**config.mk**
```make
export PLATFORM = sky130hd
export DESIGN_NAME = bit_entry_debounce
export DESIGN_NICKNAME = d
export VERILOG_FILES = /design/src/rtl/bit_entry_debounce.sv
export SDC_FILE = /design/constraint.sdc
export NUM_CORES = 1
export LEC_CHECK = 0
export ABC_AREA = 1
export BUFFER_PORTS_ARGS = -buffer_cell sky130_fd_sc_hd__buf_2
export CAP_MARGIN = 20
export CORE_ASPECT_RATIO = 1.4
export CORE_UTILIZATION = 40
export CTS_CLUSTER_SIZE = 14
export DETAILED_ROUTE_END_ITERATION = 16
export PLACE_DENSITY = 0.62
export REMOVE_ABC_BUFFERS = 1
export SYNTH_ARGS = -nofsm -noshare
export SYNTH_HDL_FRONTEND = slang
export SYNTH_SLANG_ARGS = --single-unit
```
**constraint.sdc**
```tcl
create_clock -name clk_5M -period 2.65 [get_ports clk_5M]
set_input_delay 0.3975 -clock clk_5M [delete_from_list [all_inputs] [get_ports clk_5M]]
set_output_delay 0.3975 -clock clk_5M [all_outputs]
set_load 0.02 [all_outputs]
```
**src/rtl/bit_entry_debounce.sv**
```systemverilog
// Bit-entry front end for the 11011 detector: per-button sync + debounce,
// then a press/release FSM that turns clean presses into single bit strobes.

module bit_entry_debounce_btn #(
  parameter int DEBOUNCE_CYCLES = 50000,
  parameter int CNT_W           = 16
) (
  input  logic clk_i,
  input  logic clear_ni,
  input  logic raw_i,
  output logic stable_o,
  output logic rise_o
);

  localparam logic [CNT_W-1:0] CNT_LAST = CNT_W'(DEBOUNCE_CYCLES - 1);

  logic [1:0]       sync_q;
  logic             stable_q, stable_d;
  logic             prev_q;
  logic             rise_q;
  logic [CNT_W-1:0] cnt_q, cnt_d;

  // Any cycle where the synced level matches the accepted one restarts the count.
  always_comb begin
    stable_d = stable_q;
    cnt_d    = '0;
    if (sync_q[1] != stable_q) begin
      if (cnt_q == CNT_LAST) stable_d = sync_q[1];
      else                   cnt_d    = cnt_q + CNT_W'(1);
    end
  end

  always_ff @(posedge clk_i) begin
    if (!clear_ni) begin
      sync_q   <= '0;
      stable_q <= 1'b0;
      cnt_q    <= '0;
      prev_q   <= 1'b0;
      rise_q   <= 1'b0;
    end else begin
      sync_q   <= {sync_q[0], raw_i};
      stable_q <= stable_d;
      cnt_q    <= cnt_d;
      prev_q   <= stable_q;
      rise_q   <= stable_q & ~prev_q;
    end
  end

  assign stable_o = stable_q;
  assign rise_o   = rise_q;

endmodule

module bit_entry_debounce #(
  parameter int DEBOUNCE_CYCLES = 50000,
  parameter int CNT_W           = 16
) (
  input  logic       clk_5M,
  input  logic       clear_n,
  input  logic       btn_1,
  input  logic       btn_0,
  output logic       bit_valid,
  output logic       bit_value,
  output logic       err_pulse,
  output logic       busy,
  output logic [4:0] history
);

  localparam int NUM_BTN = 2;

  typedef enum logic {
    IDLE         = 1'b0,
    WAIT_RELEASE = 1'b1
  } state_t;

  logic [NUM_BTN-1:0] raw, stable, rise;
  state_t             state_q;
  logic               bit_valid_q, bit_value_q, err_q, busy_q;
  logic [4:0]         hist_q;

  // Index 1 is the '1' button so rise[1] doubles as the entered bit value.
  assign raw = {btn_1, btn_0};

  genvar g;
  generate
    for (g = 0; g < NUM_BTN; g++) begin : g_btn
      bit_entry_debounce_btn #(
        .DEBOUNCE_CYCLES (DEBOUNCE_CYCLES),
        .CNT_W           (CNT_W)
      ) u_btn (
        .clk_i    (clk_5M),
        .clear_ni (clear_n),
        .raw_i    (raw[g]),
        .stable_o (stable[g]),
        .rise_o   (rise[g])
      );
    end
  endgenerate

  always_ff @(posedge clk_5M) begin
    if (!clear_n) begin
      state_q     <= IDLE;
      bit_valid_q <= 1'b0;
      bit_value_q <= 1'b0;
      err_q       <= 1'b0;
      busy_q      <= 1'b0;
      hist_q      <= '0;
    end else begin
      bit_valid_q <= 1'b0;
      err_q       <= 1'b0;
      case (state_q)
        IDLE: begin
          if (&rise) begin
            err_q   <= 1'b1;
            busy_q  <= 1'b1;
            state_q <= WAIT_RELEASE;
          end else if (|rise) begin
            bit_valid_q <= 1'b1;
            bit_value_q <= rise[1];
            hist_q      <= {hist_q[3:0], rise[1]};
            busy_q      <= 1'b1;
            state_q     <= WAIT_RELEASE;
          end
        end
        WAIT_RELEASE: begin
          // A late rise still counts as a conflict even on the release cycle.
          if (|rise) err_q <= 1'b1;
          if (~|stable) begin
            busy_q  <= 1'b0;
            state_q <= IDLE;
          end
        end
        default: state_q <= IDLE;
      endcase
    end
  end

  assign bit_valid = bit_valid_q;
  assign bit_value = bit_value_q;
  assign err_pulse = err_q;
  assign busy      = busy_q;
  assign history   = hist_q;

endmodule
```
# Word-level counts from Yosys, hierarchy flattened
# Cells that the tools add are included.
[totals]
regBits = 52
inputBits = 4
output_inout_bits = 9
word_cells = 53
[classes]
addsub = 2
n_eq_ne = 6
muxes = 10
bitwise = 9
reduce_logical = 10
[op_table]
columns = ["operator", "count"]
rows = [
  ["$add 16x1->16 const B", 2],
  ["$eq 16x16->1 const B", 2],
  ["$reduce_or 3->1", 3],
  ["$reduce_and 2->1", 4],
  ["$mux 1", 7],
  ["$not 1->1", 7],
  ["$pmux 1 s2", 3],
  ["$reduce_or 2->1", 2],
  ["$ne 3x3->1 const B", 1],
  ["$reduce_and 3->1", 1],
  ["$and 1x1->1", 2],
  ["$ne 1x1->1", 2],
  ["$ne 2x2->1 const B", 1],
]

# Logic depth before layout (Yosys ltp)
[depth]
depth_word = 4
mapped_depth = 8
mapped_depth_nobuf = 7

# Hierarchy
# A second synthesis with hierarchy kept.
[unflattened]
hier_cells = 340
area_unflattened_um2 = 2373.5
[modules_own_cells]
columns = ["mod", "instances", "cells_per_inst", "area_each_um2"]
rows = [
  ["bit_entry_debounce_btn", 2, 144, 1004.7],
  ["bit_entry_debounce", 1, 52, 364.1],
]

# Least setup slack after synthesis
# No wires, ideal clock.
[synth_timing]
kind = "register to register"
start = "register g_btn[1].u_btn.cnt_q[0]"
end = "register g_btn[1].u_btn.cnt_q[12]"
t_arrival_ns = 1.158
required_ns = 2.535
setup_slack_ns = 1.377
stages_incl_launch_ff = 8
path_buffers = 1
period_less_slack_ns = 1.273
path_cell_list = "dfxtp_1 > ha_1 > nand3_2 > nor2_2 > nand3_2 > nand2_4 > buf_12 > nor2_2"
[synth_via]
elab_chain_cells = 2
word_cells_on_any_way = 3
cone_classes = "add/sub: 1; eq/ne: 1; reduce/logical: 1"
[synth_lines]
columns = ["element", "line", "source"]
rows = [
  ["start: declaration", "21", "logic [CNT_W-1:0] cnt_q, cnt_d;"],
  ["start signal: assignment", "43", "cnt_q <= cnt_d;"],
  ["parallel branches: the longest is 2 deep, another holds $add 16x1->16", "-", ""],
]
# Parallel ways; which one is timed is not known.
# A chain may end at the register's enable or synchronous reset.

# Worst setup path in the final report
[layout_timing]
start = "register g_btn[1].u_btn.cnt_q[0]"
end = "register g_btn[1].u_btn.cnt_q[4]"
# Same word-level chain as after synthesis.

==> flow_summary.toml <==
[outcome]
status = "finished clean"

[sta]
final.setup.tns_ns = 0
relSlewSlack_pct = 81.0
rsz0062_at_grt = "false"
fin_crit_sh_pct = 52.3
min_period_ns = 1.39
timing.hold.ws_ns = 0.276
setup_violations = 0
max_freq_mhz = 721
fin_ws_ns = 1.26
fin_skew_ns = 0.00541
worstMarginPinSlew_ns = 0.283
finalMaxSlewViolations = 0
final_hold_viol_count = 0

[yosys]
synth_area_leaders = "dfxtp_1, nor2_1, nand2_1"
synth.distinct_cells = 27
synth_largest_area_cell = "dfxtp_1"
ys_warn_count = 0
syn_inst = 311
yosysTopAreaCellShare_pct = 44.4
synth-seq-area-share_pct = 44.4
ys_ff_latch = 51
avgSynthCellArea_sq_um = 7.39
synth_area_sq_um = 2300

[global_route]
antenna_found_initial = 0
grt_pass1_wl_um = 7530
grt-ovfl-total = 0
grt_util_all_layers_pct = 15.6
grt_max_degree = 19
first_global_vias = 1793

[floorplan]
fp-row-count = 32
die-height_um = 91.7
core_area_sq_um = 5530
die_area_sq_um = 6060
fp.dieW_um = 66.1
io-pin-count = 13
start_util_pct = 41.6

[clock_tree]
clkLatencyLatePin_ns = 0.30
cts.clk_slew.worst_paths_ns = 0.10
cts_max_level = 2
cts_sinks = 51
clk_path_buf_depth = 2
cts-buffers-inserted = 5
cts_hold_buf = 0
cts_tree = "yes"
post_cts_resized = 0
post-cts-setup-buffer-count = 0
ctsRootBufferMaster = "clkbuf_8"

[power]
leakagePower_nw = 0.891
power_density_nw_per_um2 = 506
ir_worst_vdd_uv = 240
power_mw = 1.27

[worst_setup_path]
cp_max_fo = 16
end_kind = "register"
worstSetupPathType = "register to register"
startpoint_type = "register"
worstPathRequired_ns = 2.84
worst_r2r_path_depth = 6
startpoint = "g_btn[1].u_btn.cnt_q[0]$_SDFF_PP0_"
cp-endpoint = "g_btn[1].u_btn.cnt_q[4]$_SDFF_PP0_"
worst_r2r_endpoint = "g_btn[1].u_btn.cnt_q[4]$_SDFF_PP0_"
critPathArrivalTime_ns = 1.58
r2r_slack_ns = 1.26
r2r_start = "g_btn[1].u_btn.cnt_q[0]$_SDFF_PP0_"

[placed_design]
gp_congestion = 0.803
io_buffer_count = 12
place_ws_ns = 1.28
placed_area_sq_um = 2400
dpl.hpwl_um = 3020
place_inst = 387

[detailed_routing]
num_vias = 1873
viasPerCell = 4.74
drc = 0
wire_per_inst_um = 10.2
first_pass_iters = 4
drt_iter0_markers = 78
routed_wl_um = 4030
ant_nets = 0

[cells_and_area]
synthToLayoutAreaGrowth_pct = 8.71
antenna_cells = 0
nets = 332
fin_util_pct = 45.2
drive_gt1_share_pct = 16.2
stdcell_count = 395
fin_area_sq_um = 2500

[job]
cap_viol_max_count = 0

[worst_hold_path]
worst_hold_path_type = "input port to register"
==> flip-flops by register name, indices dropped and copies added, names as in the netlist <==
name / cells
history: 5
g_btn.u_btn.stable_o: 2
state_q: 1
busy: 1
g_btn.u_btn.prev_q: 2
err_pulse: 1
g_btn.u_btn.rise_o: 2
bit_valid: 1
g_btn.u_btn.sync_q: 4
g_btn.u_btn.cnt_q: 32
==> cells in the mapped netlist <==
| cell type | count |
|---|---|
| a21oi_1 | 14 |
| a21oi_2 | 6 |
| buf_12 | 1 |
| buf_4 | 1 |
| buf_6 | 1 |
| clkbuf_1 | 1 |
| clkinv_1 | 1 |
| dfxtp_1 | 51 |
| ha_1 | 2 |
| inv_1 | 33 |
| inv_2 | 1 |
| nand2_1 | 61 |
| nand2_2 | 4 |
| nand2_4 | 2 |
| nand3_1 | 16 |
| nand3_2 | 3 |
| nand3b_1 | 1 |
| nand4_1 | 7 |
| nor2_1 | 64 |
| nor2_2 | 13 |
| nor2_4 | 1 |
| o21ai_0 | 10 |
| o21ai_1 | 1 |
| o31ai_1 | 1 |
| or2_2 | 3 |
| xnor2_1 | 7 |
| xor2_1 | 5 |
==> worst min-delay path by stage <==
stage / startpoint / end / slack (ns) / cells past startpoint
after floorplan: g_btn[0].u_btn.prev_q$_SDFF_PN0_ / g_btn[0].u_btn.rise_o$_SDFF_PN0_ / 0.37 / 1
after global placement: g_btn[0].u_btn.prev_q$_SDFF_PN0_ / g_btn[0].u_btn.rise_o$_SDFF_PN0_ / 0.37 / 1
after detailed placement: g_btn[0].u_btn.prev_q$_SDFF_PN0_ / g_btn[0].u_btn.rise_o$_SDFF_PN0_ / 0.38 / 1
after CTS: btn_0 / g_btn[0].u_btn.sync_q[0]$_SDFF_PN0_ / 0.27 / 3
after global routing: btn_1 / g_btn[1].u_btn.sync_q[0]$_SDFF_PN0_ / 0.26 / 3
final: btn_0 / g_btn[0].u_btn.sync_q[0]$_SDFF_PN0_ / 0.28 / 3
==> report_power, final <==
part | leakage, nW | switching, mW | total (mW) | internal [mW]
clock network | 0.0502 | 0.279 | 0.475 | 0.196
logic | 0.429 | 0.0127 | 0.0184 | 0.00576
registers | 0.412 | 0.00200 | 0.772 | 0.770
total | 0.891 | 0.294 | 1.27 | 0.972
==> final cells by class <==
cell class,count,area (sq um)
tap,68,85.1
fill,566,3030
multi-input combinational,221,1100
inverter,35,131
timing repair buffer,12,60.1
sequential,51,1020
clock inverter,3,28.8
clock buffer,5,68.8
==> cell families after synthesis <==
family	after synthesis	synth area share (%)
AO/OA/AOI/OAI	32	8.05
buffers and inverters	39	7.56
XOR/XNOR	12	4.57
flip-flops	51	44.4
adder cells (fa/ha/maj)	2	1.09
AND/OR/NAND/NOR	175	34.3
==> critical path, stage by stage, from the launching register on <==
cell and delay, ns:
dfxtp_1 0.38, ha_1 0.23, nand3_2 0.11, nor2_2 0.15, nand3_2 0.11, nand2_4 0.23, a21oi_1 0.07
==> per-layer routing <==
layer | track usage [%] | vias to the layer above | share of wire [%]
li1 | - | 1002 | -
met1 | 18.8 | 853 | 47
met2 | 26.5 | 14 | 50
met3 | 3.36 | 4 | 2.0
met4 | 5.85 | 0 | 1.2
met5 | 0 | - | 0
==> cell usage in the layout (no fill, tap or decap), types with 2 or more instances in the layout <==
cell,instances
a21oi_1,14
a21oi_2,6
buf_2,12
clkbuf_8,5
clkinv_4,2
dfxtp_1,51
ha_1,2
inv_1,33
nand2_1,61
nand2_2,4
nand2_4,2
nand3_1,16
nand3_2,3
nand4_1,7
nor2_1,64
nor2_2,13
o21ai_0,10
or2_2,3
xnor2_1,7
xor2_1,5
Note: power is estimated with default switching activity, not from simulation.
